$ cat config.mk
export PLATFORM = sky130hd
export DESIGN_NAME = cpu_irq_ctrl
export DESIGN_NICKNAME = d
export VERILOG_FILES = /design/src/rtl/cpu_irq_pkg.sv /design/src/rtl/irq_prio_enc.sv /design/src/rtl/cpu_irq_ctrl.sv
export SDC_FILE = /design/constraint.sdc
export NUM_CORES = 1
export LEC_CHECK = 0
export ABC_AREA = 1
export ABC_CLOCK_PERIOD_IN_PS = 1150
export CAP_MARGIN = 20
export CORE_MARGIN = 8
export CORE_UTILIZATION = 43
export DETAILED_ROUTE_END_ITERATION = 8
export PLACE_DENSITY = 0.77
export RECOVER_POWER = 50
export SLEW_MARGIN = 20
export SYNTH_ARGS = -nofsm -noshare
export SYNTH_HDL_FRONTEND = slang
export SYNTH_SLANG_ARGS = --single-unit
$ cat constraint.sdc
create_clock -name i_clk -period 1.15 [get_ports i_clk]
set_input_delay 0.2875 -clock i_clk [delete_from_list [all_inputs] [get_ports i_clk]]
set_output_delay 0.2875 -clock i_clk [all_outputs]
set_load 0.05 [all_outputs]
$ cat src/rtl/cpu_irq_pkg.sv
// Shared state encoding and cause codes for the interrupt/exception sequencer.
package cpu_irq_pkg;

   typedef enum logic [1:0] {
      ST_USER   = 2'd0,
      ST_KERNEL = 2'd1,
      ST_GUARD  = 2'd2
   } irq_state_t;

   localparam logic [3:0] CAUSE_EXC  = 4'b1000;
   localparam logic [3:0] CAUSE_NONE = 4'b0000;

endpackage

$ cat src/rtl/irq_prio_enc.sv
// Lowest-index-wins priority encoder over the enabled pending requests.
module irq_prio_enc #(
   parameter int N_IRQ = 4
) (
   input  logic [N_IRQ-1:0] i_req,
   output logic             o_valid,
   output logic [2:0]       o_idx
);

   always_comb begin
      o_valid = |i_req;
      o_idx   = 3'd0;
      // Walk downwards so the lowest set index is the last one written.
      for (int i = N_IRQ - 1; i >= 0; i--) begin
         if (i_req[i]) o_idx = 3'(i);
      end
   end

endmodule

$ cat src/rtl/cpu_irq_ctrl.sv
// Interrupt/exception sequencer: latches request edges, arbitrates them and replaces
// committing user instructions; GUARD state guarantees one user instruction between interrupts.
module cpu_irq_ctrl
   import cpu_irq_pkg::*;
#(
   parameter int N_IRQ = 4
) (
   input  logic             i_clk,
   input  logic             i_reset,
   input  logic [N_IRQ-1:0] i_irq_src,
   input  logic [N_IRQ-1:0] i_irq_en,
   input  logic             i_pc_high,
   input  logic             i_commit,
   input  logic             i_undef,
   output logic             o_interrupt,
   output logic             o_exception,
   output logic [3:0]       o_cause,
   output logic [N_IRQ-1:0] o_pending,
   output logic             o_in_handler,
   output logic             o_fault
);

   irq_state_t       r_state;
   logic [N_IRQ-1:0] r_irq_d;
   logic [N_IRQ-1:0] r_pending;
   logic [3:0]       r_cause;
   logic             r_fault;

   logic             w_user_commit;
   logic             w_exc;
   logic             w_int;
   logic             w_win_vld;
   logic [2:0]       w_win_idx;
   logic [N_IRQ-1:0] w_rise;
   logic [N_IRQ-1:0] w_clr;

   irq_prio_enc #(.N_IRQ(N_IRQ)) u_prio (
      .i_req   (r_pending & i_irq_en),
      .o_valid (w_win_vld),
      .o_idx   (w_win_idx)
   );

   assign w_user_commit = i_commit & ~i_pc_high;
   assign w_exc  = (r_state == ST_USER || r_state == ST_GUARD) & w_user_commit & i_undef;
   assign w_int  = (r_state == ST_USER) & w_user_commit & ~i_undef & w_win_vld;
   assign w_rise = i_irq_src & ~r_irq_d & i_irq_en;

   always_comb begin
      w_clr = '0;
      for (int i = 0; i < N_IRQ; i++) begin
         w_clr[i] = w_int & (w_win_idx == 3'(i));
      end
   end

   always_ff @(posedge i_clk or posedge i_reset) begin
      if (i_reset) begin
         r_state   <= ST_USER;
         r_irq_d   <= '1;
         r_pending <= '0;
         r_cause   <= CAUSE_NONE;
         r_fault   <= 1'b0;
      end else begin
         r_irq_d   <= i_irq_src;
         // A fresh edge on the source being taken survives the clear.
         r_pending <= (r_pending & ~w_clr) | w_rise;
         if (i_commit & i_pc_high & i_undef) r_fault <= 1'b1;
         case (r_state)
            ST_USER: begin
               if (w_exc) begin
                  r_state <= ST_KERNEL;
                  r_cause <= CAUSE_EXC;
               end else if (w_int) begin
                  r_state <= ST_KERNEL;
                  r_cause <= {1'b0, w_win_idx};
               end
            end
            ST_KERNEL: begin
               if (!i_pc_high) r_state <= ST_GUARD;
            end
            ST_GUARD: begin
               if (w_exc) begin
                  r_state <= ST_KERNEL;
                  r_cause <= CAUSE_EXC;
               end else if (w_user_commit) begin
                  r_state <= ST_USER;
               end
            end
            default: r_state <= ST_USER;
         endcase
      end
   end

   assign o_interrupt  = w_int;
   assign o_exception  = w_exc;
   assign o_cause      = r_cause;
   assign o_pending    = r_pending;
   assign o_in_handler = (r_state == ST_KERNEL);
   assign o_fault      = r_fault;

endmodule

Word-level counts from Yosys, hierarchy flattened
Index checks and enable logic that the tools add are counted.
Storage, ports and cells
  register bits: 15
  logic and storage cells: 56
  output and inout port bits: 12
Cells by class
  bitwise gates (word level): 21
  reductions and logical operators: 7
  multiplexer cells: 14
  equal/unequal tests: 9
Operators by type and width (count)
  2-bit 2-to-1 mux: 9
  4-bit AND: 4
  1-bit AND: 12
  4-bit 2-to-1 mux: 3
  4-bit NOT: 2
  4-bit one-hot mux with 2 select lines: 1
  3-bit by 2-bit equality test with 1-bit output, second input constant: 2
  3-bit inequality test, second input constant: 2
  2-bit one-hot mux with 3 select lines: 1
  3-bit AND reduction: 2
  2-bit inequality test, second input constant: 2
  4-bit OR: 1
  4-bit OR reduction: 1
  3-bit by 1-bit equality test with 1-bit output, second input constant: 1
  3-bit logical NOT: 1
  2-bit by 1-bit equality test with 1-bit output, second input constant: 1
  2-bit equality test, second input constant: 1
  2-bit logical NOT: 1
  1-bit NOT: 2
  2-bit nonzero test: 1
  1-bit logical OR: 1

Longest topological paths before layout
Gate-level depths: netlist of run 1.
  word-level depth: 10
  mapped depth: 9
  mapped depth without buffers: 9

Cells and area by module
From an unflattened synthesis of run 1, not the netlist that was laid out.
Unflattened totals
  cells, all modules: 95
  area, all modules: 785.8 um^2
By module, submodules not included
  cpu_irq_ctrl: times used 1, area an instance 728.2 um^2, cells each 84
  irq_prio_enc: times used 1, area an instance 57.6 um^2, cells each 11

Least setup slack after synthesis of run 1
OpenSTA, ideal clock, no wires.
  path type: register to output
  start: reg r_pending[2], in the netlist o_pending[2]
  end: out o_interrupt
  data required time: 0.863 ns
  arrival time: 1.575 ns
  slack: -0.713 ns
  stages on the path, launching flop included: 5
  path through: dfrtp_1 > nand2_1 > nand2_1 > nor2_1 > nor2_1
Between the ends
  longest elaborated chain between the ends: 3
RTL lines
  start: declaration: line cpu_irq_ctrl.sv:25  | logic [N_IRQ-1:0] r_pending;
  start signal: assignment: line cpu_irq_ctrl.sv:65  | r_pending <= (r_pending & ~w_clr) | w_rise;
  4-bit AND: line cpu_irq_ctrl.sv:38  | .i_req (r_pending & i_irq_en),
  4-bit OR reduction: line irq_prio_enc.sv:11  | o_valid = |i_req;
  1-bit AND: line cpu_irq_ctrl.sv:45  | assign w_int = (r_state == ST_USER) & w_user_commit & ~i_undef & w_win_vld;
  end: declaration: line cpu_irq_ctrl.sv:15  | output logic o_interrupt,
No other way between the ends.

Worst setup path in the final report of run 1
  start: reg r_state[0]
  end: out o_exception
Between the ends
  longest elaborated chain between the ends: 4
  elaborated cells on any way between the ends: 5
  those cells by class: 1 x eq/ne; 2 x bitwise; 2 x reduce/logical
RTL lines
  start: declaration: line cpu_irq_ctrl.sv:23  | irq_state_t r_state;
  start signal: assignment: line cpu_irq_ctrl.sv:57  | r_state <= ST_USER;
  start signal: assignment: line cpu_irq_ctrl.sv:70  | r_state <= ST_KERNEL;
  start signal: assignment: line cpu_irq_ctrl.sv:73  | r_state <= ST_KERNEL;
  2-bit equality test or 2-bit logical NOT (tied branches): line cpu_irq_ctrl.sv:44  | assign w_exc = (r_state == ST_USER || r_state == ST_GUARD) & w_user_commit & i_undef;
  1-bit logical OR (*): line cpu_irq_ctrl.sv:44
  1-bit AND (*) (2 in a row): line cpu_irq_ctrl.sv:44
  end: declaration: line cpu_irq_ctrl.sv:16  | output logic o_exception,
Mark *: on every way between the ends. The rest lies on a longest branch, timed or not.

==> impl_metrics.yaml, run 1 <==
clock_network:
  cts_buffers: 3
  clkTransAtPathRegs_ns: 0.09
  worstSkewPairLatency_ns: 0.30
  hold_buffers: 0
  cts_htree_levels: 1
  cts_tree: "built"
  cts-root-buf: "clkbuf_4"
  clkSinkCount: 14
  cts_buffer_depth: 2
setup_path:
  cp-endpoint: "o_exception"
  path_buf_inv: 4
  crit_arrival_ns: 1.23
  r2r-end: "o_cause[0]"
  crit_cells: 5
  start_kind: "flop"
  worst_ep_required_time_ns: 0.86
  crit_path_start: "r_state[0]"
  critical_path_class: "flop to output port"
  worstPathMaxFanout: 3
  path_cells: "buf_6, inv_4, nand3_4, clkinvlp_4, buf_12"
  r2r-start: "r_state[1]"
  cpMaxStageDelayCell: "dfrtp_1"
  critPathCaptureType: "output port"
  critPathTopFamily: "buffers and inverters"
  reg2regPathDepth: 9
  reg2reg_setup_slack_ns: -0.20
  cpPeakStageDelay_ns: 0.43
synth:
  ys_ff_latch: 14
  synth_cell_types: 18
  postSynthCellCount: 93
  netlist_area_um2: 714.4
  avgSynthCellArea_um2: 7.682
  ys_seq_area_share_pct: 49.74
  ys_warn_count: 0
  syn_nets: 106
sta:
  rsz0062_at_grt: "yes"
  hold_viol: 0
  fin_crit_ns: 1.518
  fin_setup_tns_ns: -2.789
  worst_slack_ns: -0.3682
  report.final.slew_viol_count: 0
  finalClockSkew_ns: 0.003454
  tightest_slew_ns: 0.7805
  fmax_mhz: 658.7
  relSlewSlack_pct: 47.97
  fin_crit_sh_pct: 132.0
  finalSetupViolations: 20
outcome:
  status: "finished with violations"
  violations: "negative setup slack"
layout:
  diodes: 0
  layout_common_cells: "27 x nand2_1, 15 x buf_4, 11 x buf_12"
  area_delta_synth_final_pct: 92.47
  drive_above_1_share_pct: 50.35
  nets: 155
  final_common_cell: "nand2_1"
  utilization_pct: 89.20
floorplan:
  core-area_um2: 1541
  initial_utilization_pct: 46.35
  io_pins: 25
  rows: 14
  die_y_um: 56.76
  die_area_um2: 3222
  die_width_um: 56.76
placed_design:
  gp_congestion: 0.7854
  hpwl_um: 1402
  pre_cts_ws_ns: -0.4836
  io_buffers: 23
global_routing:
  grt_pass1_vias: 773
  grt_usage_pct: 11.88
  grt_first_pass_wirelength_um: 3167
  grt_overflow_total: 0
  antenna_found_initial: 0
  grt_max_degree: 15
route:
  drtAntennaViolNets: 0
  drt_iter0_markers: 27
  via_per_inst: 5.401
  wl_per_cell_um: 18.26
  totalWireLength_um: 2867
  num_vias: 848
  drcViolationCount: 0
  drtPass1Iterations: 4
power_and_ir_drop:
  powerDensity_nw_per_um2: 1907
  leakage_nw: 0.6997
  max-vdd-ir-drop_mv: 1.256
min_path:
  worst_hold_path_type: "input pin to flop"
run:
  drv_cap: 0
==> cell families (layout without fill, tap and decap cells) <==
family | count (synthesis) | after routing | share of synthesized area (%)
AO/OA/AOI/OAI | 7 | 7 | 5.428
buffers and inverters | 17 | 65 | 9.458
flip-flops | 14 | 14 | 49.74
other | 1 | 1 | 0.5249
AND/OR/NAND/NOR | 54 | 54 | 34.85
==> report_power, final <==
part	internal, mW	switching [mW]
clock network	0.135	0.184
registers	0.607	0.106
logic	0.746	0.844
total	1.49	1.13
==> cells in the mapped netlist <==
master	count	area share [%]
o21ai_0	5	3.5
nor2_4	1	1.6
o21ai_1	1	0.70
nand3b_1	3	3.2
a31o_2	1	1.2
nand2_2	4	3.5
nand2_1	32	17
conb_1	1	0.52
nand4_1	1	0.88
nand3_1	3	2.1
dfstp_2	4	15
inv_2	3	1.6
nor2_2	2	1.8
nand3_2	1	1.4
nor2_1	7	3.7
inv_1	13	6.8
dfrtp_1	10	35
buf_4	1	1.1
==> flip-flops by register name, indices dropped and copies added, names as in the netlist <==
name	count
o_cause	3
o_fault	1
o_pending	4
r_irq_d	4
r_state	2
==> cell type report <==
type	count	area (um^2)
Tap cell	16	20.02
Clock buffer	4	26.28
Timing Repair Buffer	45	530.5
Inverter	16	66.31
Fill cell	69	166.4
Sequential cell	14	360.3
Multi-Input combinational cell	62	371.6
==> tightest hold or removal path, stage by stage <==
cell and delay, ns:
dlymetal6s2s_1 0.16, nand3b_1 0.10, nand2_1 0.05
==> worst min path at each step <==
stage                start           end  slack (ns)  depth (start not counted)
2_1_floorplan      i_reset    o_cause[0]        0.17                          1
3_3_place_gp    o_cause[3]    o_cause[3]        0.51                          2
3_5_place_dp    o_cause[0]    o_cause[0]        0.52                          2
4_1_cts            i_reset    o_cause[0]        0.31                          3
5_1_grt        i_irq_en[3]  o_pending[3]        0.36                          3
6_report       i_irq_en[2]  o_pending[2]        0.32                          3
==> metrics by stage <==
| step | cells | total power, mW | hold WS (ns) | area [um^2] |
|---|---|---|---|---|
| after floorplan | 93 | 1.309 | 0.1736 | 743.2 |
| after global placement | 144 | 1.947 | 0.5145 | 1206 |
| after detailed placement | 144 | 1.971 | 0.5192 | 1206 |
| after CTS | 150 | 2.363 | 0.3111 | 1279 |
| after global routing | 157 | 2.710 | 0.3552 | 1375 |
| final | 157 | 2.622 | 0.3248 | 1375 |
==> what timing repair did <==
item | CTS | global route
buffers inserted | 3 | 9
setup endpoints to repair | 19 | 20
pin swaps | 8 | 5
gates resized for setup | 19 | 17
==> layer usage <==
layer	up-vias	track usage, %	share of wire (%)
met1	396	11.44	32
met2	59	21.94	54
met3	15	4.944	9.1
met4	0	4.027	4.4
met5	-	0	0
li1	378	-	-
Note: power is estimated with default switching activity, not from simulation.
==> inputs of run 2 (changes only) <==
Settings changed: CORE_UTILIZATION 43 to 44, SYNTH_HIERARCHICAL from default to 1.
==> impl_metrics.yaml, run 2 <==
sta:
  relSlewSlack_pct: 53.14
  fin_setup_tns_ns: -4.276
  fin_crit_sh_pct: 151.9
  worst_slack_ns: -0.5971
  report.final.slew_viol_count: 0
  finalClockSkew_ns: 0.002705
  holdWs_ns: 0.3920
  rsz0062_at_grt: "yes"
  fin_crit_ns: 1.747
  tightest_slew_ns: 0.7017
  finalSetupViolations: 18
  hold_viol: 0
  fmax_mhz: 572.4
power_and_ir_drop:
  p_total_mw: 2.301
  clkPwrFrac_pct: 13.3
  pwr-share-comb_pct: 54.9
  netSwitchingPower_uw: 916.9
  switching_share_pct: 39.85
  max-vdd-ir-drop_mv: 0.9559
  powerDensity_nw_per_um2: 1520
  p_int_mw: 1.384
  seqPwrFrac_pct: 31.8
  leakage_nw: 0.7693
min_path:
  worst_hold_path_type: "input pin to flop"
  hp-start: "i_irq_en[0]"
global_routing:
  grt_first_pass_wirelength_um: 3870
  grt_overflow_total: 0
  use_met2_pct: 24.25
  grt.met3_usage_pct: 6.402
  use_met1_pct: 16.07
  grt-busiest-layer: "met2"
  grt_max_degree: 16
  grt_pass1_vias: 862
  grt_usage_pct: 14.85
  antenna_found_initial: 0
floorplan:
  core-area_um2: 1708
  die_width_um: 58.26
  die_area_um2: 3394
  initial_utilization_pct: 46.01
  io_pins: 25
  die_y_um: 58.26
  rows: 15
route:
  drtPass1Iterations: 4
  drt_iter0_markers: 27
  wl_per_cell_um: 14.14
  num_vias: 856
  via_per_inst: 4.864
  drcViolationCount: 0
  totalWireLength_um: 2489
  drtAntennaViolNets: 0
synth:
  yosysTopAreaCell: "dfrtp_1"
  ys_ff_latch: 15
  synth.area.top_cells: "dfrtp_1 35%, nand2_1 14%, dfstp_2 13%, inv_1 7.2%, nand3_1 5.1%"
  synth_cell_types: 21
  synth_commonest_cells: "30 x nand2_1, 15 x inv_1, 11 x dfrtp_1"
  syn_nets: 108
  ys_warn_count: 6
  avgSynthCellArea_um2: 8.271
  synth-edff-count: 0
  synthFlopType: "dfrtp_1"
  postSynthCellCount: 95
  yosysMostFrequentCell: "nand2_1"
  ys_seq_area_share_pct: 48.41
  async_flop_share_pct: 100.0
  synth_top_area_share_pct: 35.03
  netlist_area_um2: 785.8
setup_path:
  worstPathMaxFanout: 2
  start_kind: "flop"
  crit_path_start: "o_pending[3]"
  cpPeakStageDelay_ns: 0.42
  cpMaxStageDelayCell: "dfrtp_2"
  critical_path_class: "flop to output port"
  critPathCaptureType: "output port"
  crit_arrival_ns: 1.46
  path_cells: "nand2_2, inv_2, inv_2, nand4_1, nand2_2, nor2_8, nand2_4, clkinv_8, buf_12"
  worst_ep_required_time_ns: 0.86
  r2r-start: "o_pending[1]"
layout:
  layout_common_cells: "25 x nand2_1, 20 x buf_4, 12 x buf_12"
  diodes: 0
  multi_input_area_um2: 374.1
  drive_above_1_share_pct: 56.29
  n_fill_cell: 75
  nets: 165
  final_common_cell: "nand2_1"
  register_area_um2: 387.9
  area_delta_synth_final_pct: 92.67
run:
  drv_cap: 0
clock_network:
  cts_buffers: 3
  worstSkewPairLatency_ns: 0.29
  clkTransAtPathRegs_ns: 0.09
  cts-root-buf: "clkbuf_4"
  cts_buffer_depth: 2
  clkSinkCount: 15
  cts_htree_levels: 1
  cts_tree: "built"
  hold_buffers: 0
placed_design:
  hpwl_um: 1513
  io_buffers: 24
  pre_cts_ws_ns: -0.6261
  gp_congestion: 0.7966
outcome:
  violations: "negative setup slack"
  status: "finished with violations"
run 2: cell types whose count changed after synthesis, sizes merged, moves of 2 or more:
cell   delta
o21ai     -6
nand3     +5
a21oi     +2
nand2     -3
inv       +2
nor2      -2
run 2: what timing repair did:
action,in CTS,in global routing
gates resized for setup,21,16
pin swaps,15,9
setup buffers,17,6
endpoints found under the setup margin,21,21
run 2: path summary, 6_finish.rpt:
| check | to | cells past startpoint | slack [ns] |
|---|---|---|---|
| max | o_interrupt | 9 | -0.60 |
| min | o_pending[0] | 3 | 0.39 |
| max reg2reg | o_pending[0] | 12 | -0.42 |
| min reg2reg | o_fault | 1 | 0.55 |
| max in group asynchronous | o_pending[2] | 3 | 0.19 |
| min in group asynchronous | o_fault | 3 | 0.47 |
run 2: per-layer routing:
metal	wire length, um	up-vias
met4	25	0
met3	160	4
li1	-	397
met1	1000	419
met2	1303	36
met5	0	-
run 2: logic make-up after synthesis:
kind of cell / Yosys count / share of synthesized area, %
other cells: 1 / 0.4772
simple gates: 55 / 36.15
flops: 15 / 48.41
compound gates: 4 / 4.300
buf+inv: 20 / 10.67
run 2: power by group through the flow:
stage                     combinational, mW  clock, mW  sequential, mW
after detailed placement               1.08          0           0.727
after global routing                   1.34      0.344           0.744
after CTS                              1.19      0.317           0.721
after floorplan                       0.312          0           0.911
final                                  1.26      0.307           0.731
after global placement                 1.06          0           0.722
run 2: metrics by stage:
stage	instances	instance area [um^2]	util [%]
finish	176	1514	88.64
global route	176	1514	88.64
floorplan	95	809.5	-
global placement	161	1341	78.53
CTS	174	1476	86.45
detailed placement	161	1341	78.53
run 2: critical path, delay by kind of cell (launching register included):
kind	cells	cell delay, ns
buf+inv	4	0.28
simple gates	5	0.47
flops	1	0.42
run 2: final cells by class:
type | instances | share of cell area [%]
flip-flops and latches | 15 | 25.62
multi-input cells | 60 | 24.71
clock buffers | 4 | 1.736
inverters | 19 | 5.950
well taps | 25 | 2.066
repair buffers | 53 | 39.92
